`config.mk`:
```
export PLATFORM = sky130hd
export DESIGN_NAME = alu_result_queue
export DESIGN_NICKNAME = d
export VERILOG_FILES = /design/src/rtl/alu_result_queue.sv
export SDC_FILE = /design/constraint.sdc
export NUM_CORES = 1
export LEC_CHECK = 0
export CELL_PAD_IN_SITES_DETAIL_PLACEMENT = 0
export CELL_PAD_IN_SITES_GLOBAL_PLACEMENT = 1
export CORE_MARGIN = 5
export CORE_UTILIZATION = 30
export DETAILED_ROUTE_END_ITERATION = 6
export GPL_TIMING_DRIVEN = 0
export PLACE_DENSITY = 0.56
export REMOVE_ABC_BUFFERS = 1
export SYNTH_ARGS = -nofsm -noshare
export SYNTH_HDL_FRONTEND = slang
export SYNTH_SLANG_ARGS = --single-unit
```
`constraint.sdc`:
```
create_clock -name clk -period 21.4 [get_ports clk]
set_input_delay 3.21 -clock clk [delete_from_list [all_inputs] [get_ports clk]]
set_output_delay 3.21 -clock clk [all_outputs]
set_load 0.01 [all_outputs]
```
`src/rtl/alu_result_queue.sv`:
```
// Capture stage for the combinational ALU: forwards operands, queues {op,a,b,r,zero} for a consumer.
// Latency: an accepted entry appears on out_* one cycle after the accepting edge; no empty bypass.
// Backpressure: in_ready drops when the queue holds DEPTH entries; it depends on registered level only.

// Generic clear-on-reset FIFO with an occupancy count.
// Latency: one cycle from push to visible head; no bypass when empty.
// Backpressure: push_rdy is low at full, and a same-cycle pop does not free a slot.
module alu_result_fifo #(
  parameter int WIDTH = 8,
  parameter int DEPTH = 4
) (
  input  logic                     clk,
  input  logic                     rst,
  input  logic                     push_vld,
  output logic                     push_rdy,
  input  logic [WIDTH-1:0]         push_dat,
  output logic                     pop_vld,
  input  logic                     pop_rdy,
  output logic [WIDTH-1:0]         pop_dat,
  output logic [$clog2(DEPTH):0]   level
);
  localparam int AW = $clog2(DEPTH);
  localparam int LW = AW + 1;

  logic [WIDTH-1:0] mem [DEPTH];
  logic [AW-1:0]    wr_ptr;
  logic [AW-1:0]    rd_ptr;
  logic             push;
  logic             pop;

  // Full/empty come from the registered level, never from pointer comparison.
  assign push_rdy = (level < LW'(DEPTH));
  assign pop_vld  = (level != '0);
  assign pop_dat  = mem[rd_ptr];
  assign push     = push_vld && push_rdy;
  assign pop      = pop_vld && pop_rdy;

  // Storage, pointers and level; reset wipes every entry so stale data never reaches the head.
  always_ff @(posedge clk or posedge rst) begin
    if (rst) begin
      for (int i = 0; i < DEPTH; i++) begin
        mem[i] <= '0;
      end
      wr_ptr <= '0;
      rd_ptr <= '0;
      level  <= '0;
    end else begin
      if (push) begin
        mem[wr_ptr] <= push_dat;
        wr_ptr      <= wr_ptr + AW'(1);
      end
      if (pop) begin
        rd_ptr <= rd_ptr + AW'(1);
      end
      case ({push, pop})
        2'b10:   level <= level + LW'(1);
        2'b01:   level <= level - LW'(1);
        default: level <= level;
      endcase
    end
  end
endmodule

module alu_result_queue #(
  parameter int DATA_WIDTH = 32,
  parameter int OP_WIDTH   = 4,
  parameter int DEPTH      = 4
) (
  input  logic                     clk,
  input  logic                     rst,
  input  logic                     in_valid,
  output logic                     in_ready,
  input  logic [OP_WIDTH-1:0]      in_op,
  input  logic [DATA_WIDTH-1:0]    in_a,
  input  logic [DATA_WIDTH-1:0]    in_b,
  output logic [OP_WIDTH-1:0]      alu_op,
  output logic [DATA_WIDTH-1:0]    alu_a,
  output logic [DATA_WIDTH-1:0]    alu_b,
  input  logic [DATA_WIDTH-1:0]    alu_r,
  output logic                     out_valid,
  input  logic                     out_ready,
  output logic [OP_WIDTH-1:0]      out_op,
  output logic [DATA_WIDTH-1:0]    out_a,
  output logic [DATA_WIDTH-1:0]    out_b,
  output logic [DATA_WIDTH-1:0]    out_r,
  output logic                     out_zero,
  output logic [$clog2(DEPTH):0]   level,
  output logic [15:0]              n_done
);
  typedef struct packed {
    logic [OP_WIDTH-1:0]   op;
    logic [DATA_WIDTH-1:0] a;
    logic [DATA_WIDTH-1:0] b;
    logic [DATA_WIDTH-1:0] r;
    logic                  zero;
  } entry_t;

  entry_t wr_entry;
  entry_t rd_entry;

  // Operands go to the ALU ungated so its result is settled by the accepting edge.
  assign alu_op = in_op;
  assign alu_a  = in_a;
  assign alu_b  = in_b;

  assign wr_entry = '{op: in_op, a: in_a, b: in_b, r: alu_r, zero: (alu_r == '0)};

  alu_result_fifo #(
    .WIDTH ($bits(entry_t)),
    .DEPTH (DEPTH)
  ) u_fifo (
    .clk      (clk),
    .rst      (rst),
    .push_vld (in_valid),
    .push_rdy (in_ready),
    .push_dat (wr_entry),
    .pop_vld  (out_valid),
    .pop_rdy  (out_ready),
    .pop_dat  (rd_entry),
    .level    (level)
  );

  assign out_op   = rd_entry.op;
  assign out_a    = rd_entry.a;
  assign out_b    = rd_entry.b;
  assign out_r    = rd_entry.r;
  assign out_zero = rd_entry.zero;

  // Completed-entry counter; wraps naturally at 16 bits.
  always_ff @(posedge clk or posedge rst) begin
    if (rst) begin
      n_done <= '0;
    end else if (out_valid && out_ready) begin
      n_done <= n_done + 16'd1;
    end
  end
endmodule
```
Word level (Yosys, flattened, before mapping):

Index checks and enable logic that the tools add are counted.

* flip-flop bits (word level): 427
* bits of input ports: 104
* output and inout bits: 190
* logic and storage cells: 34

* $add $sub $neg: 5
* $lt $le $gt $ge: 4
* equal/unequal tests: 2
* multiplexer cells: 7
* bitwise operators: 2
* reduce and logical (&&, ||, !) cells: 6

Operators with widths (count)
* $bwmux 404: 1
* $mux 101: 3
* $bmux 101 s2: 1
* $demux 101 s2: 1
* $logic_not 32->1: 1
* $add 16x1->16 const B: 1
* $ge 3x3->1 const B: 2
* $not 2->3: 2
* $pmux 3 s2: 1
* $add 2x1->2 const B: 2
* $add 3x1->3 const B: 1
* $logic_and 1x1->1: 3
* $lt 3x1->1 const B: 1
* $lt 3x3->1 const B: 1
* $reduce_bool 3->1: 1
* $sub 3x1->3 const B: 1
* $eq 2x1->1 const B: 1
* $eq 2x2->1 const B: 1
* $reduce_bool 2->1: 1

Depth between registers and ports, before layout:

* depth in word-level cells: 6
* gate-level depth with buffers: 9
* depth with buffers taken out: 8

Modules after synthesis:

A second synthesis with hierarchy kept.

* cell total of the unflattened synthesis: 1154
* area total of the unflattened synthesis: 20985.1 µm²

Modules (own cells, without submodules)
* alu_result_fifo: instances 1, cells each 1016, area each 19706.4 µm², sequential area each 10284.9 µm²
* alu_result_queue: instances 1, cells each 138, area each 1278.7 µm², sequential area each 400.4 µm²

Worst setup path before layout:

Ideal clock, no wire load.

* path type: input to output
* from: in in_a[0]
* to: out alu_a[0]
* arrival: 3329 ps
* path slack: 14861 ps
* cell stages on the path: 1
* path buffers: 1
* path through: buf_4

RTL lines
* start, declared: RTL line 74 `input logic [DATA_WIDTH-1:0] in_a,`
* end, declared: RTL line 77 `output logic [DATA_WIDTH-1:0] alu_a,`

No word-level cell between the ends.

Worst setup path in the final report:

* from: in in_a[3]
* to: out alu_a[3]

No word-level cell between the ends.

==> summary.md <==
| Metric | Value |
|---|---|
| Status | `finished clean` |
| Routability cong. | `0.673` |
| Setup Skew | `0.0151 ns` |
| Crit-path cells | `clkdlybuf4s50_1, clkdlybuf4s50_1` |
| Clock Sinks | `427` |
| Die area | `slightly below 0.07 mm^2` |
| CP Launch Type | `primary input` |
| Initial drt markers | `389` |
| Post_cts resized | `0` |
| Flop and latch count out of synthesis | `427` |
| Post-CTS Setup Bufs | `0` |
| R2r startpoint | `u_fifo.level[2]` |
| Max VDD drop | `71.6 uV` |
| Area occupied by multi-input gates | `0.00742 mm^2` |
| # hold bufs at CTS | `0` |
| Max-Cap Viols | `0` |
| Arr. time, crit path | `4.38 ns` |
| CTS tree | `yes` |
| Largest net degree at the start of global routing | `124` |
| Final hold vios | `0` |
| Hold_sp | `n_done[15]` |
| WL final | `between 40 and 50 mm` |
| Clock H-tree levels | `2` |
| Reg area | `0.0107 mm^2` |
| Worst Setup Slack, final | `roughly 14 ns` |
| Fill cell count | `5917` |
| Measured slew at the worst slew-check pin | `approximately 1.1 ns` |
| Tot GR Track Use | `13.4%` |
| Cell mode on critical path | `clkdlybuf4s50_1` |
| Initial antenna violation count | `0` |
| Fin crit period | `7.59 ns` |
| Initial Util | `30.2%` |
| Max Fanout on Critical Path | `5` |
| Hold Crit Class | `flop to flop` |
| CP delay by family, top | `buffers and inverters` |
| DRT antenna net count | `0` |
| Ys flop type | `dfrtp_1` |
| Max Clk Rate | `~130 MHz` |
| DR DRC count | `0` |
| Slew Limit Fails | `0` |
| First-pass GRT wire length | `72.2 mm` |
| Vias | `10600` |
| Port Buf Inserts | `between 200 and 300` |
| Number of core rows | `92` |
| Die width | `262 um` |
| DR vias/cell | `4.66` |
| Cell Area, Synth | `0.0190 mm^2` |
| Final Setup Violations | `0` |
| Mapped Cells | `1159` |
| Most common cell after layout, fill and taps aside | `dfrtp_1` |
| FF-to-FF path depth | `4` |
| Number of global-route vias before repair | `12000` |
| Dpl hpwl | `28.7 mm` |
| R2R Path End | `u_fifo.mem[163]` |
| Synth Area per Inst | `16.4 um^2` |
| Hold endpoint | `n_done[15]` |
| Final net count | `around 1500` |
| GR Overflow Total | `0` |
| Core area | `about 0.063 mm^2` |
| Pre-CTS WS | `about 14 ns` |
| Crit Path Class | `primary input to output port` |
| CP required | `roughly 18 ns` |
| Ports | `294` |
| Setup TNS | `0 ns` |
| Longest Clk Path Bufs | `3` |
| Unrepaired setup endpoints after global routing | `false` |
| R2r setup slk | `18.69 ns` |
| Post-synth EDFFs | `0` |
| Cell variety after synth | `28` |
| CTS Buf Count | `between 50 and 60` |
| Hold-critical path depth | `1` |
| Root Buffer | `clkbuf_16` |
| PwrDens | `161 mW/mm^2` |
| Post-route clock period utilization | `35.5%` |
| P&R area growth vs syn | `27.3%` |
| YS warnings | `0` |
| CP max-delay cell | `clkdlybuf4s50_1` |
| Relative slew slack | `28.4%` |
| Die Ht | `between 200 and 300 um` |
| First drt pass iteration count | `4` |
| Layout cells sized above 1 | `around 43%` |
| Async set-reset flop share out of synthesis | `100%` |
| Worst path max stage delay | `0.59 ns` |
| Buf+Inv Stages, Crit Path | `2` |
| Most frequent cells in the layout | `425 x dfrtp_1, 405 x mux2_2, 293 x clkdlybuf4s50_1` |
| Sequential cell area fraction in the yosys report | `56.3%` |
| Leak pwr | `0.0101 uW` |
| Antenna cells | `0` |
| Clock latency on the worst-skew pair | `0.58 ns` |
| Worst-path clk slew | `0.06 ns` |
| Wire per inst | `20.1 um` |
| Crit. End Element | `output port` |
metal layers:
metal | wire (um) | global-route usage, %
met1 | 19500 | 17.5
met2 | 22700 | 22.4
met3 | 2440 | 3.41
met4 | 871 | 3.37
met5 | 0 | 0
worst max path at each step:
stage / start / endpoint / slack [ns] / cells past startpoint
2_1_floorplan: rst / n_done[0] / 6.30 / 1
3_3_place_gp: rst / u_fifo.mem[181] / 0.71 / 2
3_5_place_dp: in_b[4] / alu_b[4] / 13.79 / 2
4_1_cts: in_b[0] / alu_b[0] / 13.79 / 2
5_1_grt: in_b[0] / alu_b[0] / 13.76 / 2
6_report: in_a[3] / alu_a[3] / 13.81 / 2
cells by family (layout without fill, tap and decap cells):
| kind of cell | Yosys count | after routing | share of synthesized area (%) |
|---|---|---|---|
| AND/OR/NAND/NOR | 48 | 48 | 1.31 |
| buffers and inverters | 147 | 406 | 4.72 |
| multiplexers | 507 | 507 | 36.1 |
| adder cells (fa/ha/maj) | 7 | 7 | 0.501 |
| flip-flops | 427 | 427 | 56.3 |
| XOR/XNOR | 21 | 21 | 0.969 |
| AO/OA/AOI/OAI | 2 | 2 | 0.112 |
synthesized netlist by cell type, drive strengths merged, types with 3 or more instances:
master / number / area share [%]
nor4: 8 / 0.26
nor3: 3 / 0.11
buf: 135 / 4.5
nand4: 3 / 0.099
nand3: 5 / 0.13
nand2: 13 / 0.26
inv: 10 / 0.20
dfrtp: 427 / 56
mux4: 101 / 12
ha: 6 / 0.40
nor2: 9 / 0.18
mux2: 405 / 24
xnor2: 8 / 0.37
xor2: 13 / 0.60
state kept, by name, indices dropped and copies added (netlist names):
signal         count
u_fifo.level       3
n_done            16
u_fifo.rd_ptr      2
u_fifo.wr_ptr      2
u_fifo.mem       404
where the power goes:
| group | total (uW) | internal [uW] | switching [uW] | leakage [uW] |
|---|---|---|---|---|
| registers | 1420 | 1210 | 213 | 0.00515 |
| logic | 1660 | 1040 | 614 | 0.00412 |
| clock network | 818 | 485 | 333 | 0.000782 |
| total | 3890 | 2730 | 1160 | 0.0101 |
cell type report:
type                       count  area share (%)
clock buffer                  77            6.28
tap                          846            4.38
clock inverter                11           0.285
multi-input combinational    585            30.7
inverter                      10           0.186
sequential                   427            44.3
timing repair buffer         308            13.9
through the flow:
stage	hold WS (ns)	cells	power [uW]	util [%]	area, um^2
after floorplan	0.474	1022	2420	-	18100
after global placement	0.460	2161	3220	35.2	22100
after detailed placement	0.459	2176	3130	35.9	22600
after CTS	0.474	2264	3990	38.4	24200
after global routing	0.501	2264	4140	38.4	24200
final	0.469	2264	3890	38.4	24200
No activity file was read; power rests on OpenSTA's default activity.
